===== src/rtl/dat_read_multi.sv =====
// rtl/dat_read_multi.sv - SD DAT receive path: 1/4/8 lines, multi-block, per-line CRC16; optional DAT_READ_TIMEOUT_EN start-bit timeout

module crc16_read (
  input  logic        clk,
  input  logic        rst_n,
  input  logic        clr,
  input  logic        en,
  input  logic        din,
  output logic [15:0] crc
);
  logic fb;
  assign fb = din ^ crc[15];

  // Serial CRC16-CCITT (x^16+x^12+x^5+1); reads zero after a block followed by its own CRC.
  always_ff @(posedge clk) begin
    if (!rst_n || clr) crc <= '0;
    else if (en)       crc <= {crc[14:0], 1'b0} ^ (fb ? 16'h1021 : 16'h0000);
  end
endmodule

module dat_read_multi #(
  parameter int MaxBlockBitSize = 12,
  parameter int BlockCountWidth = 16,
  parameter int TimeoutCycles   = 1024
) (
  input  logic                       sd_clk_i,
  input  logic                       rst_ni,
  input  logic [7:0]                 dat_i,
  input  logic                       start_i,
  input  logic                       abort_i,
  input  logic [1:0]                 bus_width_i,
  input  logic [MaxBlockBitSize-1:0] block_size_i,
  input  logic [BlockCountWidth-1:0] block_count_i,
  output logic                       data_valid_o,
  output logic [31:0]                data_o,
  output logic                       block_done_o,
  output logic                       done_o,
  output logic                       crc_err_o,
  output logic                       end_bit_err_o,
  output logic                       timeout_o
);
  localparam int CW = MaxBlockBitSize + 3;

  typedef enum logic [2:0] {IDLE, WAIT_START, DAT, CRC, END_BIT} state_e;

  state_e                     state_q, state_d;
  logic [1:0]                 mode_q;      // 0: 1 line, 1: 4 lines, 2: 8 lines
  logic [MaxBlockBitSize-1:0] size_q;
  logic [BlockCountWidth-1:0] remaining_q;
  logic [CW-1:0]              cnt_q, last_cnt;
  logic [7:0]                 shift_q, byte_next, mask, crc_nz;
  logic [31:0]                word_q;
  logic [1:0]                 slot;
  logic                       byte_done, start_bit, timed_out;
  logic [15:0]                crc [8];

  // Per-width byte assembly: next byte value, byte completion and byte slot within the word.
  always_comb begin
    mask      = 8'hFF;
    byte_next = dat_i;
    byte_done = 1'b1;
    slot      = cnt_q[1:0];
    last_cnt  = CW'(size_q) - CW'(1);
    case (mode_q)
      2'd0: begin
        mask      = 8'h01;
        byte_next = {shift_q[6:0], dat_i[0]};
        byte_done = &cnt_q[2:0];
        slot      = cnt_q[4:3];
        last_cnt  = {size_q, 3'b000} - CW'(1);
      end
      2'd1: begin
        mask      = 8'h0F;
        byte_next = {shift_q[3:0], dat_i[3:0]};
        byte_done = cnt_q[0];
        slot      = cnt_q[2:1];
        last_cnt  = {2'b00, size_q, 1'b0} - CW'(1);
      end
      default: ;
    endcase
  end

  assign start_bit = ((dat_i & mask) == 8'h00);

`ifdef DAT_READ_TIMEOUT_EN
  assign timed_out = (state_q == WAIT_START) && (cnt_q == CW'(TimeoutCycles));
`else
  localparam int unused_timeout_cycles = TimeoutCycles;
  assign timed_out = 1'b0;
`endif

  for (genvar i = 0; i < 8; i++) begin : g_crc
    crc16_read u_crc (
      .clk   (sd_clk_i),
      .rst_n (rst_ni),
      .clr   (state_q == WAIT_START),
      .en    ((state_q == DAT) || (state_q == CRC)),
      .din   (dat_i[i]),
      .crc   (crc[i])
    );
    assign crc_nz[i] = |crc[i];
  end

  // State register.
  always_ff @(posedge sd_clk_i) begin
    if (!rst_ni) state_q <= IDLE;
    else         state_q <= state_d;
  end

  // Next-state logic; abort overrides everything.
  always_comb begin
    state_d = state_q;
    case (state_q)
      IDLE:       if (start_i) state_d = WAIT_START;
      WAIT_START: if (timed_out) state_d = IDLE;
                  else if (start_bit) state_d = DAT;
      DAT:        if (cnt_q == last_cnt) state_d = CRC;
      CRC:        if (cnt_q[3:0] == 4'hF) state_d = END_BIT;
      END_BIT:    state_d = (remaining_q == BlockCountWidth'(1)) ? IDLE : WAIT_START;
      default:    state_d = IDLE;
    endcase
    if (abort_i) state_d = IDLE;
  end

  // Datapath: transfer parameters, phase counter (restarts on every state change), byte/word buffers.
  always_ff @(posedge sd_clk_i) begin
    if (!rst_ni) begin
      mode_q      <= '0;
      size_q      <= '0;
      remaining_q <= '0;
      cnt_q       <= '0;
      shift_q     <= '0;
      word_q      <= '0;
    end else begin
      if (state_q == IDLE || state_d != state_q) cnt_q <= '0;
      else                                        cnt_q <= cnt_q + CW'(1);
      case (state_q)
        IDLE: if (start_i) begin
          mode_q      <= (bus_width_i == 2'd3) ? 2'd0 : bus_width_i;
          size_q      <= block_size_i;
          remaining_q <= (block_count_i == '0) ? BlockCountWidth'(1) : block_count_i;
        end
        WAIT_START: word_q <= '0;
        DAT: begin
          shift_q <= byte_next;
          if (byte_done) begin
            if (slot == 2'd3) word_q <= '0;
            else              word_q[8*slot +: 8] <= byte_next;
          end
        end
        END_BIT: remaining_q <= remaining_q - BlockCountWidth'(1);
        default: ;
      endcase
    end
  end

  // Outputs: words complete combinationally on their last bit; partial word in first CRC cycle.
  always_comb begin
    data_valid_o  = 1'b0;
    data_o        = '0;
    block_done_o  = 1'b0;
    done_o        = 1'b0;
    crc_err_o     = 1'b0;
    end_bit_err_o = 1'b0;
    timeout_o     = 1'b0;
    case (state_q)
      WAIT_START: if (timed_out && !abort_i) begin
        done_o    = 1'b1;
        timeout_o = 1'b1;
      end
      DAT: if (byte_done && slot == 2'd3) begin
        data_valid_o = 1'b1;
        data_o       = {byte_next, word_q[23:0]};
      end
      CRC: if (cnt_q == '0 && size_q[1:0] != 2'b00) begin
        data_valid_o = 1'b1;
        data_o       = word_q;
      end
      END_BIT: begin
        block_done_o  = 1'b1;
        crc_err_o     = |(crc_nz & mask);
        end_bit_err_o = |(~dat_i & mask);
        done_o        = (remaining_q == BlockCountWidth'(1)) && !abort_i;
      end
      default: ;
    endcase
  end
endmodule


===== config.mk =====
export PLATFORM = sky130hd
export DESIGN_NAME = dat_read_multi
export DESIGN_NICKNAME = d
export VERILOG_FILES = /design/src/rtl/dat_read_multi.sv
export SDC_FILE = /design/constraint.sdc
export NUM_CORES = 1
export LEC_CHECK = 0
export BUFFER_PORTS_ARGS = -buffer_cell sky130_fd_sc_hd__buf_2
export CELL_PAD_IN_SITES_DETAIL_PLACEMENT = 1
export CELL_PAD_IN_SITES_GLOBAL_PLACEMENT = 1
export CORE_AREA = 2 2 160 162
export DETAILED_ROUTE_END_ITERATION = 12
export DIE_AREA = 0 0 162 164
export GPL_ROUTABILITY_DRIVEN = 0
export HOLD_SLACK_MARGIN = 0.03
export PLACE_DENSITY = 0.73
export SLEW_MARGIN = 20
export SYNTH_ARGS = -nofsm -noshare
export SYNTH_HDL_FRONTEND = slang
export SYNTH_HIERARCHICAL = 1
export SYNTH_SLANG_ARGS = --single-unit

===== constraint.sdc =====
create_clock -name sd_clk_i -period 5.1 [get_ports sd_clk_i]
set_input_delay 1.02 -clock sd_clk_i [delete_from_list [all_inputs] [get_ports sd_clk_i]]
set_output_delay 1.02 -clock sd_clk_i [all_outputs]
set_load 0.02 [all_outputs]

# Yosys cells after proc, flatten, opt, wreduce, memory -nomap -nowiden
# Cells that the tools add are included.
# op_classes
n_addsub,6
n_eq_ne,13
n_shift,2
muxes,38
bitwise_logic,21
reduce_logical,31
# ops
op,count
two-way mux 32 bit,4
case mux 32 bit (2 select lines),2
OR reduction 16 bit,8
bitwise XOR 16 bit,8
two-way mux 13 bit,8
negator 5 -> 34 bit,1
"variable shift 8 x 34 -> 32 bit, first input constant",1
variable part select 8 x 34 -> 32 bit,1
bitwise mux 32 bit,1
two-way mux 16 bit,2
case mux 16 bit (2 select lines),1
case mux 8 bit (2 select lines),2
case mux 15 bit (2 select lines),1
bitwise AND 8 bit,3
"equality test 16 x 1 -> 1 bit, second input constant",1
zero test 16 bit,1
OR reduction 8 bit,2
"subtractor 16 x 1 -> 16 bit, second input constant",1
"adder 15 x 1 -> 15 bit, second input constant",1
equality test 15 bit,1
zero test 15 bit,1
two-way mux 3 bit,5
case mux 3 bit (5 select lines),1
"subtractor 15 x 1 -> 15 bit, second input constant",1
27 further kinds,53
# word_totals
register_bits,215
inputBits,42
output_inout_bits,38
wordCells,126

# Depth between registers and ports, before layout
# Gate-level depths: netlist (run 1).
# depth
depth_word,10
mapped_depth,14
mapped_depth_nobuf,11

# Hierarchy
# The synthesis (run 1) kept the hierarchy.
# by_module_without_submodules
module,instances,cells_each,area_each_um2
dat_read_multi,1,664,5203.7
crc16_read,8,60,631.9

# Least setup slack after synthesis (run 1)
# OpenSTA, ideal clock, no wires.
# synth_timing
path_kind,register to output
startpoint,register mode_q[0]
endpoint,output port data_o[0]
arrival_ps,3080
required_time_ps,4080
slack_ps,1000
path_stages_with_launch,12
cell_sequence,dfxtp_1 -> clkbuf_1 -> clkbuf_1 -> buf_1 -> mux2i_1 -> o21ai_0 -> ha_1 -> inv_1 -> nor2_1 -> or2_1 -> clkbuf_1 -> and2_1
# synth_between
elab_chain_cells,6
word_cells_on_any_way,8
cone_classes,eq/ne (2); mux (4); reduce/logical (2)
# synth_lines
item,line,text
from (decl),47,logic [1:0] mode_q;
from (signal assigned),139,mode_q <= (bus_width_i == 2'd3) ? 2'd0 : bus_width_i;
equality test 2 x 1 -> 1 bit or zero test 2 bit (tied branches),64,case (mode_q)
case mux 2 bit (2 select lines),64,
equality test 2 bit,171,DAT: if (byte_done && slot == 2'd3) begin
logical AND 1 bit (*),171,
two-way mux 32 bit (*),171,
case mux 32 bit (2 select lines) (*),166,case (state_q)
to (decl),35,"output logic [31:0] data_o,"
# Mark *: on every way between the ends. The rest lies on a longest branch, timed or not.

# Final worst setup path (run 1)
# layout_timing
startpoint,register size_q[0]
endpoint,output port data_o[22]
# layout_between
elab_chain_cells,4
# layout_lines
item,line,text
from (decl),48,logic [MaxBlockBitSize-1:0] size_q;
from (signal assigned),140,size_q <= block_size_i;
nonzero test 2 bit,175,CRC: if (cnt_q == '0 && size_q[1:0] != 2'b00) begin
logical AND 1 bit,175,
two-way mux 32 bit,175,
case mux 32 bit (2 select lines),166,
# No other way between the ends.

==> results of run 1 <==
## cell usage in the layout (no fill, tap or decap), types with 27 or more instances in the layout
cell type                   synthesis  final
sky130_fd_sc_hd__dfxtp_1          215    215
sky130_fd_sc_hd__a21oi_1           39     39
sky130_fd_sc_hd__and2_1            33     33
sky130_fd_sc_hd__mux2i_1          130    130
sky130_fd_sc_hd__nor4_1            42     42
sky130_fd_sc_hd__clkbuf_16          0     27
sky130_fd_sc_hd__buf_2             10     78
sky130_fd_sc_hd__nor2_1           184    184
sky130_fd_sc_hd__nand3_1           33     33
sky130_fd_sc_hd__nand2_1           87     87
## sequential cells by signal, summed over array words and instances (netlist names)
register / cells
g_crc.u_crc/crc: 128
word_q: 32
remaining_q: 16
cnt_q: 15
size_q: 12
shift_q: 7
state_q: 3
mode_q: 2
## area by class of cell
class                           count  area (um^2)  area share [%]
Multi-Input combinational cell    852         5540            47.0
Sequential cell                   215         4300            36.6
Clock buffer                       39          811            6.89
Timing Repair Buffer               89          485            4.12
Tap cell                          330          413            3.51
Clock inverter                      9          154            1.31
Inverter                           18         67.6           0.574
## per-layer routing
| metal | wire (um) | vias up |
|---|---|---|
| met1 | 12500 | 4055 |
| li1 | - | 4191 |
| met3 | 886 | 42 |
| met2 | 13200 | 125 |
| met5 | 7 | - |
| met4 | 588 | 2 |
## final timing paths
check                          startpoint                       to  slack (ns)
setup / recovery   size_q[0]$_SDFFE_PN0P_               data_o[22]        0.82
hold / removal    word_q[29]$_SDFFE_PN0P_  word_q[29]$_SDFFE_PN0P_        0.47
setup reg to reg   size_q[0]$_SDFFE_PN0P_      cnt_q[6]$_SDFF_PP0_        1.62
hold reg to reg   word_q[29]$_SDFFE_PN0P_  word_q[29]$_SDFFE_PN0P_        0.47
## synth_stat cells (2+ instances only)
master	instances
sky130_fd_sc_hd__nand3_1	33
sky130_fd_sc_hd__xor2_1	21
sky130_fd_sc_hd__a31oi_1	8
sky130_fd_sc_hd__or2_2	3
sky130_fd_sc_hd__o31ai_1	3
sky130_fd_sc_hd__xnor2_1	22
sky130_fd_sc_hd__nand3b_1	22
sky130_fd_sc_hd__o21ai_1	3
sky130_fd_sc_hd__nand2_1	87
sky130_fd_sc_hd__and3_1	8
sky130_fd_sc_hd__o21ai_0	23
sky130_fd_sc_hd__nand4b_1	17
sky130_fd_sc_hd__nor2b_1	13
sky130_fd_sc_hd__a22o_1	8
sky130_fd_sc_hd__inv_1	16
sky130_fd_sc_hd__nand4_1	14
sky130_fd_sc_hd__a21o_1	2
sky130_fd_sc_hd__a21oi_1	39
sky130_fd_sc_hd__a311oi_1	2
sky130_fd_sc_hd__o311ai_0	4
sky130_fd_sc_hd__nor3b_1	5
sky130_fd_sc_hd__o211ai_1	5
sky130_fd_sc_hd__and2_1	33
sky130_fd_sc_hd__a2111oi_0	3
sky130_fd_sc_hd__a221oi_1	2
sky130_fd_sc_hd__buf_6	18
sky130_fd_sc_hd__nor4_1	42
sky130_fd_sc_hd__or4_1	7
sky130_fd_sc_hd__nand2b_1	2
sky130_fd_sc_hd__o32ai_1	2
sky130_fd_sc_hd__buf_2	10
sky130_fd_sc_hd__nor3_1	15
sky130_fd_sc_hd__mux2_2	3
sky130_fd_sc_hd__mux2i_1	130
sky130_fd_sc_hd__ha_1	11
sky130_fd_sc_hd__clkbuf_1	28
sky130_fd_sc_hd__dfxtp_1	215
sky130_fd_sc_hd__o2111ai_1	2
sky130_fd_sc_hd__or3_1	20
sky130_fd_sc_hd__a22oi_1	26
sky130_fd_sc_hd__nand2b_4	8
sky130_fd_sc_hd__nor2_1	184
sky130_fd_sc_hd__nor4b_1	3
## report_power, final
part,internal [mW],switching [mW]
registers,1.70,0.0242
logic,0.114,0.195
clock network,1.30,0.726
total,3.11,0.945
## cells by family (layout without fill, tap and decap cells)
logic type / after synthesis / after routing / synth area share (%)
simple gates: 524 / 524 / 26.7
mux: 133 / 133 / 13.0
fa+ha+maj: 11 / 11 / 1.34
flops: 215 / 215 / 42.0
xor+xnor: 43 / 43 / 3.67
buf+inv: 77 / 155 / 4.31
other cells: 1 / 1 / 0.0366
compound gates: 140 / 140 / 9.01
==> results.md, run 1 <==
- Number of vias per cell after detailed routing: 5.42
- Crit path max fanout: 25
- CP endpoint kind: output port
- Clock tree from TritonCTS: done
- Power per cell area: 344 nW/um^2
- Shortest clock period the worst path allows after layout: 4.28 ns
- Crit-path slowest cell: sky130_fd_sc_hd__nor3_1
- Share of final-layout standard cells stronger than drive strength 1: 13.0%
- Hold_buf cts: 0
- Setup total negative slack: 0 ns
- Number of design rule violations left after detail routing: 0
- Max IR drop VDD: 0.228 mV
- Clock root cell: sky130_fd_sc_hd__clkbuf_16
- Fraction of met2 tracks used by global routing: 35.9%
- Vert. Die Dim: 164 um
- Diodes inserted: 0
- Final Total Pwr: 4.05 mW
- Cell depth of the worst setup path: 8
- Via count of the first global-routing pass: 8450
- Met3 Track Usage GR: 2.60%
- CP bufs+invs: 2
- FMAX: 234 MHz
- Total congestion overflow after global routing: 0
- Type of origin of the critical path: register
- Die area: 26600 um^2
- WHS Path Cells: 1
- Critical path required time: 4.08 ns
- Leak: 4.26 nW
- Crit-path cells: inv_1 > ha_1 > nor2_1 > nand3_1 > nor3_1 > or2_1 > and2_1 > buf_2
- TritonRoute pass-1 iters: 4
- CTS Buf Count: 26
- Final WS setup: 0.819 ns
- Number of nets in the layout: 1255
- Slew margin rel.: 27.5%
- Worst Skew: 0.0112 ns
- Final period utilization: 83.9%
- Starting utilization of the core area: 41.3%
- Post-placement cell area: 10800 um^2
- Max-cap check violation count: 0
- Final standard cell utilization of the core: 47.4%
- CTS max path bufs: 3
- Number of design-rule violations left by the first detailed-router iteration: 443
- Via count: 8415
- #FFs+latches synth: 215
- Clock edge transition at the registers on the reported setup and hold paths: 0.06 ns
- Ys Warns: 6
- Global-route usage over all layers: 20.2%
- Clock sink total: 215
- Most common flop cell mapped by yosys: sky130_fd_sc_hd__dfxtp_1
- Average size of a mapped cell: 8.97 um^2
- Worst Setup Path Type: register to output port
- Fraction of the yosys area taken by sequential cells: 42.0%
- Transition time of the tightest slew-check pin: 1.08 ns
- Hold slack final: 0.465 ns
- Synth-to-Final Area Change: 14.7%
- Number of gates given a new drive strength after cts: 0
- Io pins: 80
- Longest individual stage delay on the worst path: 0.78 ns
- Buffers on Ports: 78
- Critical path's top delay family: simple AND/OR/NAND/NOR gates
- Layout Cell Area excl Fill: 11800 um^2
- Insertion delay to the later sink of the worst-skew pair: 0.52 ns
- Final routed wire length divided by cell count: 17.5 um
- Post-synth EDFFs: 0
- Max-slew violation count: 0
- Yosys top cell area share: 42.0%
- Core ar.: 24800 um^2
- Filler instances: 2879
- First-pass GRT wire length: 44100 um
- H-tree depth: 1
- Inst Count DP: 1504
- Hold Vio Cnt, Final: 0
- Post-Syn Area: 10300 um^2
- Total wire length: 27100 um
- Run status: complete, no violations
- Most area-consuming cells after synthesis: sky130_fd_sc_hd__dfxtp_1 42%, sky130_fd_sc_hd__mux2i_1 13%, sky130_fd_sc_hd__nor2_1 6.7%, sky130_fd_sc_hd__nand2_1 3.2%, sky130_fd_sc_hd__nor4_1 2.6%
- Number of instances in the synthesized netlist: 1144
- Post-CTS setup buffer count: 0
- Largest net degree at the start of global routing: 161
- Global-route layer with the greatest usage: met2
- Net count after synthesis: 1197
- Area leader, netlist: sky130_fd_sc_hd__dfxtp_1
- Unrepaired setup endpoints after global routing: false
- Antenna-violating nets left: 0
- Hpwl dp: 18400 um
- Minimum setup slack after placement: 1.32 ns
- Antenna violations before repair: 1
- Critical Path AT: 3.26 ns
- Count of cells along the worst register-to-register path: 11
- Final setup viols: 0
- Chip width: 162 um
- Global Route met1 Usage: 26.0%
- Synth async-reset ratio: 0%
- Placement row count: 58
- Unique cell type count in the Yosys netlist: 65
- Non-filler cells in the finished layout: 1552
- Worst Hold Class: register to register
Note: power is estimated with default switching activity, not from simulation.
==> run 2: changes to the inputs <==
Clock period 5.1 ns to 4.1 ns, I/O delays scaled along.
==> results.md, run 2 (same netlist as run 1, synthesis figures left out) <==
- Diodes inserted: 0 (unchanged)
- Number of flip-flops under the largest register name: 128 (unchanged)
- Largest net degree at the start of global routing: 161 (unchanged)
- Via count of the first global-routing pass: 8658 (+2.5%)
- Hold_buf cts: 0 (unchanged)
- Final routed wire length divided by cell count: 17.4 um (-0.21%)
- Number of nets in the layout: 1257 (+0.16%)
- Power share of the clock group: 44.3% (-5.6 points)
- Setup total negative slack: 0 ns (unchanged)
- Sequential cell area: 4300 um^2 (unchanged)
- Starting utilization of the core area: 41.3% (unchanged)
- Total congestion overflow after global routing: 0 (unchanged)
- H-tree depth: 1 (unchanged)
- Global-route usage over all layers: 20.3% (+0.068 points)
- TritonRoute pass-1 iters: 4 (unchanged)
- Minimum setup slack after placement: 0.663 ns (-0.657 ns)
- Die area: 26600 um^2 (unchanged)
- Number of vias per cell after detailed routing: 5.47 (+0.89%)
- Total wire length: 27000 um (-0.34%)
- Biggest regs: g_crc.u_crc/crc x128, word_q x32, remaining_q x16
- Net switching power of the design: 1.13 mW (+19%)
- Clock tree from TritonCTS: done
- Leak: 4.16 nW (-2.5%)
- Clock root cell: sky130_fd_sc_hd__clkbuf_16
- Max-slew violation count: 0 (unchanged)
- Multi-input logic area: 5540 um^2 (unchanged)
- Type of origin of the critical path: register
- Unrepaired setup endpoints after global routing: false
- Final period utilization: 92.0%
- CP endpoint kind: output port
- CTS max path bufs: 3 (unchanged)
- Critical path required time: 3.28 ns (-0.80 ns)
- Final Total Pwr: 4.54 mW (+12%)
- Relative contribution of combinational cells to total power: 8.4% (+0.8 points)
- Transition time of the tightest slew-check pin: 0.975 ns (-0.108 ns)
- Clock sink total: 215 (unchanged)
- Max-cap check violation count: 0 (unchanged)
- Shortest clock period the worst path allows after layout: 3.77 ns
- Core ar.: 24800 um^2 (unchanged)
- Power per cell area: 392 nW/um^2 (+14%)
- Clock edge transition at the registers on the reported setup and hold paths: 0.06 ns (about the same)
- Placement row count: 58 (unchanged)
- Post-CTS setup buffer count: 0 (unchanged)
- Hold slack final: 0.461 ns (-0.00397 ns)
- Antenna-violating nets left: 0 (unchanged)
- Highest-count cells in the layout ignoring fill and taps: 215 x sky130_fd_sc_hd__dfxtp_1, 184 x sky130_fd_sc_hd__nor2_1, 130 x sky130_fd_sc_hd__mux2i_1
- FMAX: 265 MHz
- Crit path max fanout: 25 (unchanged)
- Buffers on Ports: 78 (unchanged)
- Chip width: 162 um (unchanged)
- Antenna violations before repair: 0 (-1)
- Run status: complete, no violations
- Io pins: 80 (unchanged)
- Slew margin rel.: 34.7% (+7.2 points)
- Fraction of power consumed by sequential logic: 47.3% (+4.8 points)
- Final setup viols: 0 (unchanged)
- CTS Buf Count: 25 (-3.8%)
- Vert. Die Dim: 164 um (unchanged)
- Most common cell after layout, fill and taps aside: sky130_fd_sc_hd__dfxtp_1
- Cell internal pwr: 3.41 mW (+9.6%)
- Insertion delay to the later sink of the worst-skew pair: 0.52 ns (about the same)
- Via count: 8479 (+0.76%)
- Final WS setup: 0.328 ns (-0.491 ns)
- First-pass GRT wire length: 44400 um (+0.47%)
- Share of final-layout standard cells stronger than drive strength 1: 12.4% (-0.63 points)
- Synth-to-Final Area Change: 12.6%
- Hpwl dp: 19000 um (+3.1%)
- Hold Vio Cnt, Final: 0 (unchanged)
- Number of design-rule violations left by the first detailed-router iteration: 408 (-7.9%)
- Number of gates given a new drive strength after cts: 0 (unchanged)
- Largest register by flop count: g_crc.u_crc/crc
- Switching share of power: 24.8% (+1.5 points)
- Worst Hold Class: register to register
- Worst Skew: 0.0131 ns (+0.00183 ns)
- Critical Path AT: 2.95 ns (-0.31 ns)
- Filler instances: 2972 (+3.2%)
- Worst Setup Path Type: register to output port
- Number of design rule violations left after detail routing: 0 (unchanged)
- Max IR drop VDD: 0.277 mV (+22%)
-- run 2: cell count changes in the layout (fill, tap and decap cells not counted), sizes merged --
cell / previous run / this run
buf: 89 / 92
clkinv: 4 / 6
bufinv: 4 / 0
clkinvlp: 1 / 2
inv: 18 / 17
clkbuf: 39 / 36
-- run 2: layout make-up --
cell class / count / share of cell area [%]
Timing Repair Buffer: 92 / 4.40
Tap cell: 330 / 3.57
Inverter: 18 / 0.585
Sequential cell: 215 / 37.2
Clock buffer: 36 / 5.94
Clock inverter: 7 / 0.346
Multi-Input combinational cell: 852 / 47.9
-- run 2: power groups by stage --
stage          Sequential [mW]  Clock (mW)  Combinational [mW]
6_report                  2.14        2.01               0.383
5_1_grt                   2.15        2.16               0.426
4_1_cts                   2.14        2.07               0.385
3_5_place_dp              2.19           0               0.384
3_3_place_gp              2.19           0               0.378
2_1_floorplan             2.17           0               0.282
-- run 2: per-stage QoR --
step	std cells	util, %	area [um^2]
2_1_floorplan	1144	-	10300
3_3_place_gp	1507	43.6	10800
3_5_place_dp	1507	43.6	10800
4_1_cts	1550	46.6	11600
5_1_grt	1550	46.6	11600
6_report	1550	46.6	11600
-- run 2: final timing paths --
check	cells past startpoint	slack, ns	to	startpoint
setup / recovery	9	0.33	data_o[18]	cnt_q[3]$_SDFF_PP0_
hold / removal	1	0.46	word_q[25]$_SDFFE_PN0P_	word_q[25]$_SDFFE_PN0P_
setup reg to reg	11	0.68	cnt_q[7]$_SDFF_PP0_	size_q[0]$_SDFFE_PN0P_
hold reg to reg	1	0.46	word_q[25]$_SDFFE_PN0P_	word_q[25]$_SDFFE_PN0P_
-- run 2: critical path, stage by stage, from the launching register on --
cell and delay [ns]:
sky130_fd_sc_hd__dfxtp_1 0.46, sky130_fd_sc_hd__mux2i_1 0.11, sky130_fd_sc_hd__o21ai_0 0.43, sky130_fd_sc_hd__ha_1 0.23, sky130_fd_sc_hd__inv_1 0.05, sky130_fd_sc_hd__nor2_1 0.10, sky130_fd_sc_hd__buf_4 0.17, sky130_fd_sc_hd__or2_1 0.51
sky130_fd_sc_hd__and2_1 0.21, sky130_fd_sc_hd__buf_2 0.17
-- run 2: layer usage --
| metal | GRT usage (%) | wire length, um | vias to the layer above |
|---|---|---|---|
| met3 | 2.78 | 743 | 42 |
| met4 | 5.39 | 664 | 0 |
| met2 | 36.7 | 13400 | 101 |
| li1 | - | - | 4185 |
| met1 | 25.4 | 12200 | 4151 |
| met5 | 0 | 0 | - |
==> run 3: changes to the inputs <==
Settings changed: CORE_AREA 2 2 160 162 to 2 2 159 161, DIE_AREA 0 0 162 164 to 0 0 161 163, PLACE_DENSITY 0.73 to 0.75, SYNTH_HIERARCHICAL 1 to default.
==> results.md, run 3 <==
- Run status: complete, no violations
- CTS max path bufs: 3 (unchanged)
- Net count after synthesis: 1352 (+13%)
- Met2 wire len: 14500 um (+8.5%)
- Ys Warns: 0 (-6)
- Most common cell in the synthesized netlist: sky130_fd_sc_hd__nand2_1
- Total congestion overflow after global routing: 0 (unchanged)
- Unique cell type count in the Yosys netlist: 64 (-1.5%)
- H-tree depth: 1 (unchanged)
- Highest-count cells in the layout ignoring fill and taps: 309 x sky130_fd_sc_hd__nand2_1, 215 x sky130_fd_sc_hd__dfxtp_1, 149 x sky130_fd_sc_hd__a21oi_1
- Post-CTS setup buffer count: 0 (unchanged)
- Highest Signal Layer: met4
- Core ar.: 24700 um^2 (-0.58%)
- Unrepaired setup endpoints after global routing: false
- Via count of the first global-routing pass: 9228 (+6.6%)
- Shortest clock period the worst path allows after layout: 3.72 ns (-0.0533 ns)
- Placement row count: 58 (unchanged)
- Transition time of the tightest slew-check pin: 0.968 ns (-0.00663 ns)
- Post-synth EDFFs: 0 (unchanged)
- Final period utilization: 90.7% (-1.3 points)
- CP endpoint kind: output port
- Type of origin of the critical path: register
- Cell depth of the worst setup path: 9 (unchanged)
- Antenna-violating nets left: 0 (unchanged)
- Final routed wire length divided by cell count: 17.0 um (-2.4%)
- Post-Syn Area: 10100 um^2 (-1.1%)
- Via count: 9118 (+7.5%)
- CTS Buf Count: 25 (unchanged)
- Starting utilization of the core area: 41.1% (-0.20 points)
- Synth async-reset ratio: 0% (unchanged)
- Hold_buf cts: 0 (unchanged)
- Critical path's top delay family: simple AND/OR/NAND/NOR gates
- Number of design-rule violations left by the first detailed-router iteration: 585 (+43%)
- Number of vias per cell after detailed routing: 5.42 (-0.84%)
- Crit-path cells: mux2i_1 > nor2_1 > a21oi_1 > inv_1 > ha_1 > nand3_1 > nand2_2 > and2_1 > buf_2
- Slew margin rel.: 35.0% (+0.31 points)
- Number of nets in the layout: 1383 (+10%)
- Most common flop cell mapped by yosys: sky130_fd_sc_hd__dfxtp_1
- Number of instances in the synthesized netlist: 1299 (+14%)
- Insertion delay to the later sink of the worst-skew pair: 0.54 ns (+0.02 ns)
- Layout Cell Area excl Fill: 11600 um^2 (+0.11%)
- Number of flip-flops under the largest register name: 128 (unchanged)
- Die area: 26200 um^2 (-1.2%)
- Hold Vio Cnt, Final: 0 (unchanged)
- WHS Path Cells: 1 (unchanged)
- TritonRoute pass-1 iters: 5 (+1)
- Met3 layer wire length in the routed design: 682 um (-8.2%)
- Met1 Wirelength: 12700 um (+4.3%)
- Yosys top cell area share: 42.4% (+0.46 points)
- #FFs+latches synth: 215 (unchanged)
- Leak: 4.17 nW (+0.32%)
- Total wire length: 28600 um (+5.9%)
- Hold slack final: 0.465 ns (+0.00348 ns)
- Antenna violations before repair: 2 (+2)
- CP bufs+invs: 2 (-1)
- Setup total negative slack: 0 ns (unchanged)
- Buffers on Ports: 78 (unchanged)
- Max-slew violation count: 0 (unchanged)
- Worst Setup Path Type: register to output port
- Crit path max fanout: 25 (unchanged)
- Max-cap check violation count: 0 (unchanged)
- Critical Path AT: 2.90 ns (-0.05 ns)
- Longest individual stage delay on the worst path: 0.48 ns (-0.03 ns)
- Largest net degree at the start of global routing: 129 (-20%)
- Average size of a mapped cell: 7.81 um^2 (-13%)
- Worst Skew: 0.0173 ns (+0.00424 ns)
- Critical path required time: 3.28 ns (about the same)
- Area leader, netlist: sky130_fd_sc_hd__dfxtp_1
- Fraction of the yosys area taken by sequential cells: 42.4% (+0.46 points)
- Clock tree from TritonCTS: done
- Worst Hold Class: register to register
- Count of cells along the worst register-to-register path: 11 (unchanged)
- First-pass GRT wire length: 47200 um (+6.5%)
- Final setup viols: 0 (unchanged)
- Crit-path slowest cell: sky130_fd_sc_hd__dfxtp_1
- Number of design rule violations left after detail routing: 0 (unchanged)
- Power per cell area: 410 nW/um^2 (+4.6%)
- Share of final-layout standard cells stronger than drive strength 1: 12.2% (-0.22 points)
- Max IR drop VDD: 0.295 mV (+6.5%)
- Largest register by flop count: g_crc.u_crc.crc
- Synth-to-Final Area Change: 14.0%
- Hpwl dp: 19500 um (+2.9%)
- Post-placement cell area: 10700 um^2 (-0.86%)
- Global-route usage over all layers: 21.7% (+1.4 points)
- Clock sink total: 215 (unchanged)
- Most area-consuming cells after synthesis: sky130_fd_sc_hd__dfxtp_1 42%, sky130_fd_sc_hd__nand2_1 11%, sky130_fd_sc_hd__a21oi_1 7.3%, sky130_fd_sc_hd__nor4_1 3.0%, sky130_fd_sc_hd__clkbuf_1 3.0%
- Biggest regs: g_crc.u_crc.crc x128, word_q x32, remaining_q x16
- FMAX: 269 MHz (+1.4%)
- Clock edge transition at the registers on the reported setup and hold paths: 0.06 ns (about the same)
- Vert. Die Dim: 163 um (-0.61%)
- List of most frequent post-synthesis cells: 310 x sky130_fd_sc_hd__nand2_1, 215 x sky130_fd_sc_hd__dfxtp_1, 149 x sky130_fd_sc_hd__a21oi_1, 81 x sky130_fd_sc_hd__clkbuf_1, 59 x sky130_fd_sc_hd__nor2_1
- Clock root cell: sky130_fd_sc_hd__clkbuf_16
- Most common cell after layout, fill and taps aside: sky130_fd_sc_hd__nand2_1
- Io pins: 80 (unchanged)
- Chip width: 161 um (-0.62%)
==> run 3: cell count changes after synthesis, sizes merged, moves of 21 or more <==
cell    before  now
nand2       87  310
nor2       184   59
mux2i      130   13
a21oi       39  149
clkbuf      29   81
nor3        15   40
a21boi       0   24
nor2b       13   35
buf         30    9
==> run 3: area by class of cell <==
| class | count | area [um^2] |
|---|---|---|
| Fill cell | 3033 | 13100 |
| Clock inverter | 12 | 105 |
| Sequential cell | 215 | 4300 |
| Inverter | 18 | 67.6 |
| Timing Repair Buffer | 94 | 523 |
| Multi-Input combinational cell | 976 | 5430 |
| Tap cell | 330 | 413 |
| Clock buffer | 34 | 719 |
| Antenna cell | 2 | 5.00 |
==> run 3: per-layer routing <==
metal	vias up	GRT usage, %
met1	4461	27.1
met2	91	39.5
met4	0	5.52
li1	4524	-
met5	-	0
met3	42	2.72
==> run 3: logic make-up (layout without fill, tap and decap cells) <==
logic type | count (synthesis) | count (layout) | synth area share [%]
buf+inv | 108 | 158 | 4.35
xor+xnor | 54 | 54 | 4.66
flops | 215 | 215 | 42.4
fa+ha+maj | 11 | 11 | 1.36
compound gates | 280 | 280 | 16.5
other cells | 1 | 3 | 0.0370
simple gates | 614 | 614 | 29.1
mux | 16 | 16 | 1.62
==> run 3: worst register-to-register path, stage by stage, from the launching register on <==
cell                        delay [ns]
sky130_fd_sc_hd__dfxtp_1          0.39
sky130_fd_sc_hd__inv_1            0.12
sky130_fd_sc_hd__ha_1             0.36
sky130_fd_sc_hd__nand2b_1         0.18
sky130_fd_sc_hd__or4_1            0.44
sky130_fd_sc_hd__xor2_1           0.26
sky130_fd_sc_hd__mux2i_1          0.15
sky130_fd_sc_hd__a211o_1          0.32
sky130_fd_sc_hd__a2111oi_2        0.42
sky130_fd_sc_hd__and4_1           0.24
sky130_fd_sc_hd__buf_4            0.26
sky130_fd_sc_hd__nor3_1           0.10
==> run 3: report_power, final <==
part | switching [mW] | internal (mW) | total (mW)
clock network | 0.922 | 1.30 | 2.22
logic | 0.244 | 0.140 | 0.385
registers | 0.0319 | 2.11 | 2.14
total | 1.20 | 3.55 | 4.75
==> run 3: timing repair <==
item / 4_1_cts / 5_1_grt
resized for setup: 0 / 1
hold endpoints to repair: 0 / 0
setup endpoints to repair: 0 / 24
==> run 3: path summary, 6_finish.rpt <==
kind                            from                       to  slack (ns)
max           mode_q[0]$_SDFFE_PN0P_               data_o[16]        0.38
min          word_q[26]$_SDFFE_PN0P_  word_q[26]$_SDFFE_PN0P_        0.46
max reg2reg   size_q[0]$_SDFFE_PN0P_      cnt_q[3]$_SDFF_PP0_        0.72
min reg2reg  word_q[26]$_SDFFE_PN0P_  word_q[26]$_SDFFE_PN0P_        0.46
==> run 3: metrics by stage <==
stage	total power, mW	setup WS [ns]	utilization [%]	cells
global placement	2.57	0.851	43.5	1633
floorplan	2.45	0.713	-	1299
finish	4.75	0.381	46.9	1681
detailed placement	2.57	0.675	43.5	1633
CTS	4.80	0.173	46.9	1679
global route	4.92	0.164	46.9	1681
